### src/rtl/mk14_vdu_pkg.sv
// Shared types and default widths for the MK14 VDU / CPU display-RAM arbiter.
package mk14_vdu_pkg;

    typedef enum logic [1:0] {
        IDLE    = 2'd0,
        RD_WAIT = 2'd1,
        RD_DONE = 2'd2
    } arb_state_t;

    typedef enum logic [1:0] {
        G_NONE  = 2'd0,
        G_VDU   = 2'd1,
        G_DRAIN = 2'd2,
        G_CPURD = 2'd3
    } grant_t;

    localparam int ADDR_W_DEF     = 16;
    localparam int DATA_W_DEF     = 8;
    localparam int WBUF_DEPTH_DEF = 4;

endpackage

### src/rtl/mk14_vdu_mem_arb_chk.sv
// Protocol and safety properties for the display-RAM arbiter.
module mk14_vdu_mem_arb_chk #(
    parameter int ADDR_W = 16
) (
    input logic              clk,
    input logic              rst_n,
    input logic              vdu_read_en,
    input logic              mem_en,
    input logic              mem_we,
    input logic              push,
    input logic              pop,
    input logic              full,
    input logic              empty,
    input logic              cpu_req,
    input logic              cpu_ready,
    input logic              cpu_we,
    input logic [ADDR_W-1:0] cpu_addr
);
    a_no_write_during_vdu: assert property (@(posedge clk) disable iff (!rst_n)
        !(vdu_read_en && mem_en && mem_we));

    a_no_push_full: assert property (@(posedge clk) disable iff (!rst_n)
        !(push && full));

    a_no_pop_empty: assert property (@(posedge clk) disable iff (!rst_n)
        !(pop && empty));

    a_req_stable: assert property (@(posedge clk) disable iff (!rst_n)
        (cpu_req && !cpu_ready) |=> (!cpu_req || ($stable(cpu_we) && $stable(cpu_addr))));

endmodule

### src/rtl/mk14_wbuf.sv
// Posted-write FIFO: power-of-two depth, pointers wrap naturally, a full buffer refuses pushes.
module mk14_wbuf #(
    parameter int DEPTH = 4,
    parameter int W     = 24
) (
    input  logic         clk,
    input  logic         rst_n,
    input  logic         push_i,
    input  logic [W-1:0] din_i,
    input  logic         pop_i,
    output logic         full_o,
    output logic         empty_o,
    output logic [W-1:0] head_o
);
    localparam int PW = $clog2(DEPTH);
    localparam int CW = PW + 1;

    logic [W-1:0]  store_q [DEPTH];
    logic [PW-1:0] wr_ptr_q;
    logic [PW-1:0] rd_ptr_q;
    logic [CW-1:0] count_q;
    logic [CW-1:0] count_d;
    logic          push_s;
    logic          pop_s;

    assign full_o  = (count_q == CW'(DEPTH));
    assign empty_o = (count_q == {CW{1'b0}});
    // Full blocks the push even when the same cycle pops.
    assign push_s  = push_i & ~full_o;
    assign pop_s   = pop_i & ~empty_o;
    assign head_o  = store_q[rd_ptr_q];

    // Occupancy next state.
    always_comb begin
        count_d = count_q;
        if (push_s && !pop_s) begin
            count_d = count_q + CW'(1);
        end else if (!push_s && pop_s) begin
            count_d = count_q - CW'(1);
        end else begin
            count_d = count_q;
        end
    end

    // Pointer and occupancy registers.
    always_ff @(posedge clk or negedge rst_n) begin
        if (!rst_n) begin
            wr_ptr_q <= {PW{1'b0}};
            rd_ptr_q <= {PW{1'b0}};
            count_q  <= {CW{1'b0}};
        end else begin
            if (push_s) wr_ptr_q <= wr_ptr_q + PW'(1);
            if (pop_s)  rd_ptr_q <= rd_ptr_q + PW'(1);
            count_q <= count_d;
        end
    end

    // Entry storage.
    always_ff @(posedge clk) begin
        if (push_s) store_q[wr_ptr_q] <= din_i;
    end

endmodule

### src/rtl/mk14_vdu_mem_arb.sv
// Arbitrates one single-port display RAM between VDU fetches (absolute priority),
// posted CPU writes and stalling CPU reads.
module mk14_vdu_mem_arb
    import mk14_vdu_pkg::*;
#(
    parameter int ADDR_W     = ADDR_W_DEF,
    parameter int DATA_W     = DATA_W_DEF,
    parameter int WBUF_DEPTH = WBUF_DEPTH_DEF
) (
    input  logic              clk_pix,
    input  logic              rst_pix_n,
    input  logic              vdu_read_en,
    input  logic [ADDR_W-1:0] vdu_read_addr,
    output logic [DATA_W-1:0] vdu_display_data,
    input  logic              cpu_req,
    input  logic              cpu_we,
    input  logic [ADDR_W-1:0] cpu_addr,
    input  logic [DATA_W-1:0] cpu_wdata,
    output logic              cpu_ready,
    output logic [DATA_W-1:0] cpu_rdata,
    output logic              wbuf_full,
    output logic              mem_en,
    output logic              mem_we,
    output logic [ADDR_W-1:0] mem_addr,
    output logic [DATA_W-1:0] mem_wdata,
    input  logic [DATA_W-1:0] mem_rdata
);
    localparam int EW = ADDR_W + DATA_W;

    arb_state_t        state_q;
    logic [DATA_W-1:0] cpu_rdata_q;
    grant_t            grant_s;
    logic              push_s;
    logic              pop_s;
    logic              wb_full_s;
    logic              wb_empty_s;
    logic [EW-1:0]     wb_head_s;

    mk14_wbuf #(
        .DEPTH (WBUF_DEPTH),
        .W     (EW)
    ) u_wbuf (
        .clk     (clk_pix),
        .rst_n   (rst_pix_n),
        .push_i  (push_s),
        .din_i   ({cpu_addr, cpu_wdata}),
        .pop_i   (pop_s),
        .full_o  (wb_full_s),
        .empty_o (wb_empty_s),
        .head_o  (wb_head_s)
    );

    // Writes are only accepted from IDLE so a read in flight never races a push.
    assign push_s           = (state_q == IDLE) & cpu_req & cpu_we & ~wb_full_s;
    assign pop_s            = (grant_s == G_DRAIN);
    assign cpu_ready        = push_s | (state_q == RD_DONE);
    assign cpu_rdata        = cpu_rdata_q;
    assign wbuf_full        = wb_full_s;
    assign vdu_display_data = mem_rdata;

    // Per-cycle RAM grant: VDU, then buffer drain, then CPU read issue.
    always_comb begin
        grant_s = G_NONE;
        if (vdu_read_en) begin
            grant_s = G_VDU;
        end else if (!wb_empty_s) begin
            grant_s = G_DRAIN;
        end else if ((state_q == IDLE) && cpu_req && !cpu_we) begin
            grant_s = G_CPURD;
        end else begin
            grant_s = G_NONE;
        end
    end

    // RAM port mux driven from the current grant.
    always_comb begin
        mem_en    = 1'b0;
        mem_we    = 1'b0;
        mem_addr  = {ADDR_W{1'b0}};
        mem_wdata = {DATA_W{1'b0}};
        case (grant_s)
            G_VDU: begin
                mem_en   = 1'b1;
                mem_addr = vdu_read_addr;
            end
            G_DRAIN: begin
                mem_en    = 1'b1;
                mem_we    = 1'b1;
                mem_addr  = wb_head_s[EW-1:DATA_W];
                mem_wdata = wb_head_s[DATA_W-1:0];
            end
            G_CPURD: begin
                mem_en   = 1'b1;
                mem_addr = cpu_addr;
            end
            default: begin
                mem_en = 1'b0;
            end
        endcase
    end

    // CPU read sequencer with registered read data.
    always_ff @(posedge clk_pix or negedge rst_pix_n) begin
        if (!rst_pix_n) begin
            state_q     <= IDLE;
            cpu_rdata_q <= {DATA_W{1'b0}};
        end else begin
            case (state_q)
                IDLE: begin
                    if (grant_s == G_CPURD) state_q <= RD_WAIT;
                    else                    state_q <= IDLE;
                end
                RD_WAIT: begin
                    cpu_rdata_q <= mem_rdata;
                    state_q     <= RD_DONE;
                end
                RD_DONE: begin
                    state_q <= IDLE;
                end
                default: begin
                    state_q <= IDLE;
                end
            endcase
        end
    end

    mk14_vdu_mem_arb_chk #(
        .ADDR_W (ADDR_W)
    ) u_chk (
        .clk         (clk_pix),
        .rst_n       (rst_pix_n),
        .vdu_read_en (vdu_read_en),
        .mem_en      (mem_en),
        .mem_we      (mem_we),
        .push        (push_s),
        .pop         (pop_s),
        .full        (wb_full_s),
        .empty       (wb_empty_s),
        .cpu_req     (cpu_req),
        .cpu_ready   (cpu_ready),
        .cpu_we      (cpu_we),
        .cpu_addr    (cpu_addr)
    );

endmodule

### config.mk
export PLATFORM = sky130hd
export DESIGN_NAME = mk14_vdu_mem_arb
export DESIGN_NICKNAME = d
export VERILOG_FILES = /design/src/rtl/mk14_vdu_pkg.sv /design/src/rtl/mk14_vdu_mem_arb_chk.sv /design/src/rtl/mk14_wbuf.sv /design/src/rtl/mk14_vdu_mem_arb.sv
export SDC_FILE = /design/constraint.sdc
export NUM_CORES = 1
export LEC_CHECK = 0
export CAP_MARGIN = 30
export CORE_MARGIN = 2
export CORE_UTILIZATION = 55
export CTS_BUF_LIST = sky130_fd_sc_hd__clkbuf_4 sky130_fd_sc_hd__clkbuf_8 sky130_fd_sc_hd__clkbuf_16
export DETAILED_ROUTE_END_ITERATION = 6
export HOLD_SLACK_MARGIN = 0.02
export PLACE_DENSITY = 0.84
export SYNTH_ARGS = -nofsm -noshare
export SYNTH_HDL_FRONTEND = slang
export SYNTH_SLANG_ARGS = --single-unit
export TNS_END_PERCENT = 30
### constraint.sdc
create_clock -name clk_pix -period 3.1 [get_ports clk_pix]
set_input_delay 0.62 -clock clk_pix [delete_from_list [all_inputs] [get_ports clk_pix]]
set_output_delay 0.62 -clock clk_pix [all_outputs]
set_load 0.02 [all_outputs]
Yosys cells after proc, flatten, opt, wreduce, memory -nomap -nowiden
Memories as Yosys holds them, arrays and structs flattened.
Index checks and enable logic that the tools add are counted.
{ "totals": {"regBits": 17, "mem_bits_rw": 96, "wordCells": 48, "n_memories": 1} }
{ "mem_list": {"columns": ["memory", "depth", "width", "rd", "rd_clocked_by_memory_dff", "wr", "line_no", "text"], "rows": [
  ["u_wbuf.store_q", 4, 24, 1, 0, 1, "mk14_wbuf.sv:18", "logic [W-1:0] store_q [DEPTH];"]
]} }
{ "op_classes": {"add_sub_neg": 4, "eq_ne": 6, "mux": 13, "bitwise_logic": 8, "reduce_logical": 11} }
{ "ops": {"columns": ["operator", "count"], "rows": [
  ["case mux 16 bit (3 select lines)", 1],
  ["2-to-1 mux 8 bit", 1],
  ["equality test 2 bit (second input constant)", 3],
  ["2-to-1 mux 2 bit", 3],
  ["2-to-1 mux 3 bit", 2],
  ["AND 1 bit", 5],
  ["2-to-1 mux 1 bit", 5],
  ["adder 2 x 1 -> 2 bit (second input constant)", 2],
  ["equality test 2 x 1 -> 1 bit (second input constant)", 2],
  ["logical AND 1 bit", 4],
  ["case mux 2 bit (2 select lines)", 1],
  ["adder 3 x 1 -> 3 bit (second input constant)", 1],
  ["equality test 3 bit (second input constant)", 1],
  ["logical NOT 1 bit", 3],
  ["logical NOT 3 bit", 1],
  ["OR reduction 3 bit", 1],
  ["subtractor 3 x 1 -> 3 bit (second input constant)", 1],
  ["logical NOT 2 bit", 1],
  ["NOT 1 bit", 2],
  ["nonzero test 2 bit", 1],
  ["bitwise OR 1 bit", 1]
]} }

Depth between registers and ports, before layout
{ "logic_depth": {"depth_word": 11, "mapped_depth": 9} }

By module
From an unflattened synthesis, not the netlist that was laid out.
{ "hier_totals": {"cells_unflattened": 242, "hier_area_um2": 4748.3} }
{ "modules_own_cells": {"columns": ["module", "instances", "cells_each", "area_per_inst_um2", "seq_area_each_um2"], "rows": [
  ["mk14_wbuf", 1, 162, 3937.5, 3057.9],
  ["mk14_vdu_mem_arb", 1, 80, 810.8, 250.2]
]} }

Worst setup path before layout
OpenSTA, ideal clock, no wires.
{ "synth_path": {"path_type": "input port to output port", "startpoint": "in cpu_we", "endpoint": "out mem_addr[10]", "arrival_ps": 1540, "t_required_ps": 2480, "slack_ps": 940, "stages": 4, "n_path_buf": 1, "path_cell_list": "nor4b_4 > buf_6 > a31oi_1 > a21oi_2"} }
{ "synth_between": {"elab_chain_cells": 7, "word_cells_on_any_way": 9, "classes_between": "3 x eq/ne; 4 x mux; 2 x reduce/logical"} }
{ "synth_rtl": {"columns": ["element", "line_no", "text"], "rows": [
  ["start: declaration", "mk14_vdu_mem_arb.sv:16", "input logic cpu_we,"],
  ["logical NOT 1 bit (*)", "mk14_vdu_mem_arb.sv:68", "end else if ((state_q == IDLE) && cpu_req && !cpu_we) begin"],
  ["logical AND 1 bit (*)", "mk14_vdu_mem_arb.sv:68", null],
  ["2-to-1 mux 2 bit (*)", "mk14_vdu_mem_arb.sv:68", null],
  ["2-to-1 mux 2 bit (*)", "mk14_vdu_mem_arb.sv:66", "end else if (!wb_empty_s) begin"],
  ["2-to-1 mux 2 bit (*)", "mk14_vdu_mem_arb.sv:64", "if (vdu_read_en) begin"],
  ["equality test 2 bit or equality test 2 x 1 -> 1 bit (tied branches)", "mk14_vdu_mem_arb.sv:81", "case (grant_s)"],
  ["case mux 16 bit (3 select lines) (*)", "mk14_vdu_mem_arb.sv:81", null],
  ["end: declaration", "mk14_vdu_mem_arb.sv:24", "output logic [ADDR_W-1:0] mem_addr,"]
]} }
Every way passes the cells marked *; elsewhere a longest branch is shown, timed or not.

Worst setup path in the final report
{ "layout_path": {"startpoint": "reg u_wbuf.count_q[0]", "endpoint": "out mem_wdata[3]"} }
{ "layout_between": {"elab_chain_cells": 5} }
{ "layout_rtl": {"columns": ["element", "line_no", "text"], "rows": [
  ["start: declaration", "mk14_wbuf.sv:21", "logic [CW-1:0] count_q;"],
  ["start signal: assignment", "mk14_wbuf.sv:50", "count_q <= {CW{1'b0}};"],
  ["start signal: assignment", "mk14_wbuf.sv:54", "count_q <= count_d;"],
  ["logical NOT 3 bit", "mk14_wbuf.sv:27", "assign empty_o = (count_q == {CW{1'b0}});"],
  ["2-to-1 mux 2 bit", "mk14_vdu_mem_arb.sv:66", null],
  ["2-to-1 mux 2 bit", "mk14_vdu_mem_arb.sv:64", null],
  ["equality test 2 bit", "mk14_vdu_mem_arb.sv:81", null],
  ["2-to-1 mux 8 bit", "mk14_vdu_mem_arb.sv:81", null],
  ["end: declaration", "mk14_vdu_mem_arb.sv:25", "output logic [DATA_W-1:0] mem_wdata,"]
]} }
Every way passes these cells.

==> reports/qor.csv <==
stage,metric,value,unit
status,outcome,"complete, no violations",
global_routing,grt_max_degree,30,
critical_path,critPathLaunchType,flip-flop,
timing,setup_violations,0,
clocking,cts_root_buffer,clkbuf_8,
final_layout,seq_area,3310,sq um
critical_path,critPathMaxFanout,9,
timing,maxSlewHeadroom,43.0,%
global_routing,grtUsageMet1,27.9,%
synthesis,synth_compound_area_share,4.58,%
timing,rsz0062_at_grt,yes,
global_routing,grt_usage,22.1,%
detailed_routing,vias,2826,
global_routing,antenna_found_initial,0,
floorplan,rows,34,
synthesis,synth_top_cell_by_area,edfxtp_1,
final_layout,area_growth,35.0,%
power_and_ir_drop,leakagePower,2.44,nW
synthesis,synth_top_area_share,59.3,%
synthesis,yosysSeqAreaShare,68.0,%
synthesis,synthCells,275,
timing,period_share,97.6,%
critical_path,crit_required,2480,ps
clocking,clock_path_buffers,2,
critical_path,reg2regPathDepth,9,
detailed_routing,drt-initial-drc-count,171,
detailed_routing,antenna_left,0,
clocking,clk_latency,500,ps
synthesis,async_flop_share,15.0,%
floorplan,die_w,98.0,um
final_layout,diodes,0,
synthesis,yosys.area_share.simple,7.36,%
floorplan,start_util,56.3,%
clocking,h-tree-depth,4,
placed_design,gp_congestion,0.713,
synthesis,synth.distinct_cells,30,
timing,fin_tns_setup,0,ps
global_routing,grtUsageMet3,8.38,%
timing,worst_slew_pin_slew,852,ps
synthesis,synth_adder_area_share,1.70,%
final_layout,post-route-util,76.1,%
final_layout,instances_no_fill,504,
power_and_ir_drop,power,0.00567,W
global_routing,grt_pass1_vias,3061,
synthesis,ys_top_cells_by_count,"edfxtp_1, mux4_2, dfrtp_1, nand2_1",
power_and_ir_drop,power_density,862,nW/um^2
critical_path,crit_path_end_kind,output port,
final_layout,drive_gt1_share,24.2,%
placed_design,portBuffers,96,
critical_path,crit_type,flip-flop to output port,
synthesis,synth.most_common_cell,edfxtp_1,
synthesis,synthFlopType,edfxtp_1,
final_layout,multi_input_area,1380,sq um
timing,slew_violations,0,
synthesis,synth_top_family_by_area,multiplexers,
synthesis,syn_area_per_cell,17.7,sq um
synthesis,synth-xor-area-share,1.08,%
floorplan,coreArea,8640,sq um
placed_design,place.detailed.hpwl,6040,um
detailed_routing,via_per_inst,5.61,
floorplan,ioPinCount,97,
floorplan,die_h,98.0,um
detailed_routing,routed_wl,9980,um
clocking,cts_made_buffers,17,
synthesis,synthMuxAreaShare,13.7,%
synthesis,postSynthNetCount,334,
global_routing,grt-busiest-layer,met2,
global_routing,grt_use_met2,35.7,%
timing,finalHoldViolCount,0,
detailed_routing,wire_per_inst,19.8,um
min_path,hold_path_class,flip-flop to flip-flop,
detailed_routing,drtPass1Iterations,5,
placed_design,dp.cells,470,
detailed_routing,drc_errors,0,
timing,fin_crit,3020,ps
global_routing,grt_pass1_wl,15800,um
clocking,cts_tree,built,
min_path,hold_depth,1,
timing,finalClockSkew,7.66,ps
clocking,clkTransAtPathRegs,50,ps
synthesis,netlist_area,4860,sq um
synthesis,synth.area.top_cells,"edfxtp_1, mux4_2, dfrtp_1",
synthesis,synth_edf_count,96,
global_routing,overflow,0,
clocking,clock-sinks,113,
power_and_ir_drop,ir_drop,0.575,mV
floorplan,dieArea,9610,sq um
critical_path,worstPathArrival,2400,ps
run,cap_violations,0,
timing,max_freq,331,MHz
synthesis,yosysWarnings,0,
synthesis,synth_seq_cells,113,
final_layout,nFillCells,504,
final_layout,fin_nets,442,
## flip-flops by register name (all words and copies together) (netlist names)
register         flops
u_wbuf.count_q       3
u_wbuf.store_q      96
cpu_rdata            8
state_q              2
u_wbuf.wr_ptr_q      2
u_wbuf.rd_ptr_q      2
## logic make-up (layout without fill, tap and decap cells)
group	count (synthesis)	count (layout)
xor gates and xnor gates	6	6
adders and majority gates	6	6
and+or+nand+nor	56	56
DFF	113	113
AOI/OAI and AO/OA	33	33
buffers and inverters	27	148
muxes	34	34
## cells in the final DEF, fill, tap and decap left out, types with 3 or more instances in the layout
| cell type | count |
|---|---|
| xor2_1 | 3 |
| xnor2_1 | 3 |
| a21oi_1 | 7 |
| buf_12 | 5 |
| clkinvlp_4 | 4 |
| clkdlybuf4s50_1 | 79 |
| clkbuf_16 | 16 |
| a21oi_2 | 9 |
| mux4_1 | 3 |
| mux2_2 | 10 |
| clkinv_4 | 7 |
| dfrtp_1 | 16 |
| nand2_1 | 17 |
| mux4_2 | 21 |
| nor2b_1 | 16 |
| a31oi_1 | 16 |
| and2_1 | 12 |
| inv_1 | 5 |
| ha_1 | 5 |
| buf_4 | 10 |
| dlymetal6s2s_1 | 15 |
| edfxtp_1 | 96 |
## stage by stage
step	cell area, sq um	hold WS (ps)	setup slack, ps
2_1_floorplan	4860	324	940
3_3_place_gp	5960	489	61.8
3_5_place_dp	5960	500	21.5
4_1_cts	6530	513	1.64
5_1_grt	6570	528	-47.8
6_report	6570	508	75.7
## worst paths after layout
kind / slack [ps] / start / to
setup / recovery: 80 / u_wbuf.count_q[0]$_DFFE_PN0P_ / mem_wdata[3]
hold / removal: 510 / cpu_rdata[1]$_DFFE_PN0P_ / cpu_rdata[1]$_DFFE_PN0P_
setup reg to reg: 830 / u_wbuf.count_q[2]$_DFFE_PN0P_ / u_wbuf.count_q[2]$_DFFE_PN0P_
hold reg to reg: 510 / cpu_rdata[1]$_DFFE_PN0P_ / cpu_rdata[1]$_DFFE_PN0P_
max in group asynchronous: 1910 / rst_pix_n / u_wbuf.rd_ptr_q[0]$_DFFE_PN0P_
min in group asynchronous: 600 / rst_pix_n / u_wbuf.count_q[1]$_DFFE_PN0P_
## power breakdown
part / switching [W] / internal [W]
clock network: 0.000700 / 0.00107
logic: 0.000907 / 0.000954
registers: 0.000142 / 0.00190
## area by class of cell
type | instances | area share, %
Sequential cell | 113 | 50.4
Multi-Input combinational cell | 135 | 21.0
Timing Repair Buffer | 111 | 17.8
Clock buffer | 17 | 6.30
Clock inverter | 15 | 2.13
Inverter | 5 | 0.286
Tap cell | 108 | 2.06
## layer usage
metal	part of all wire [%]	vias up
met3	8.1	11
met4	1.3	0
met5	0	-
met2	50	134
li1	-	1279
met1	41	1402
## critical path, stage by stage (launching register included)
cell             delay, ps
dfrtp_1                460
or3_1                  440
nand2b_2               120
inv_1                  160
and2_1                 190
clkdlybuf4s50_1        540
## repair_timing
action | 4_1_cts | 5_1_grt
hold buffers | 0 | 0
setup endpoints to repair | 18 | 23
resized for setup | 2 | 15
buffers inserted | 2 | 0
No activity file was read; power rests on OpenSTA's default activity.
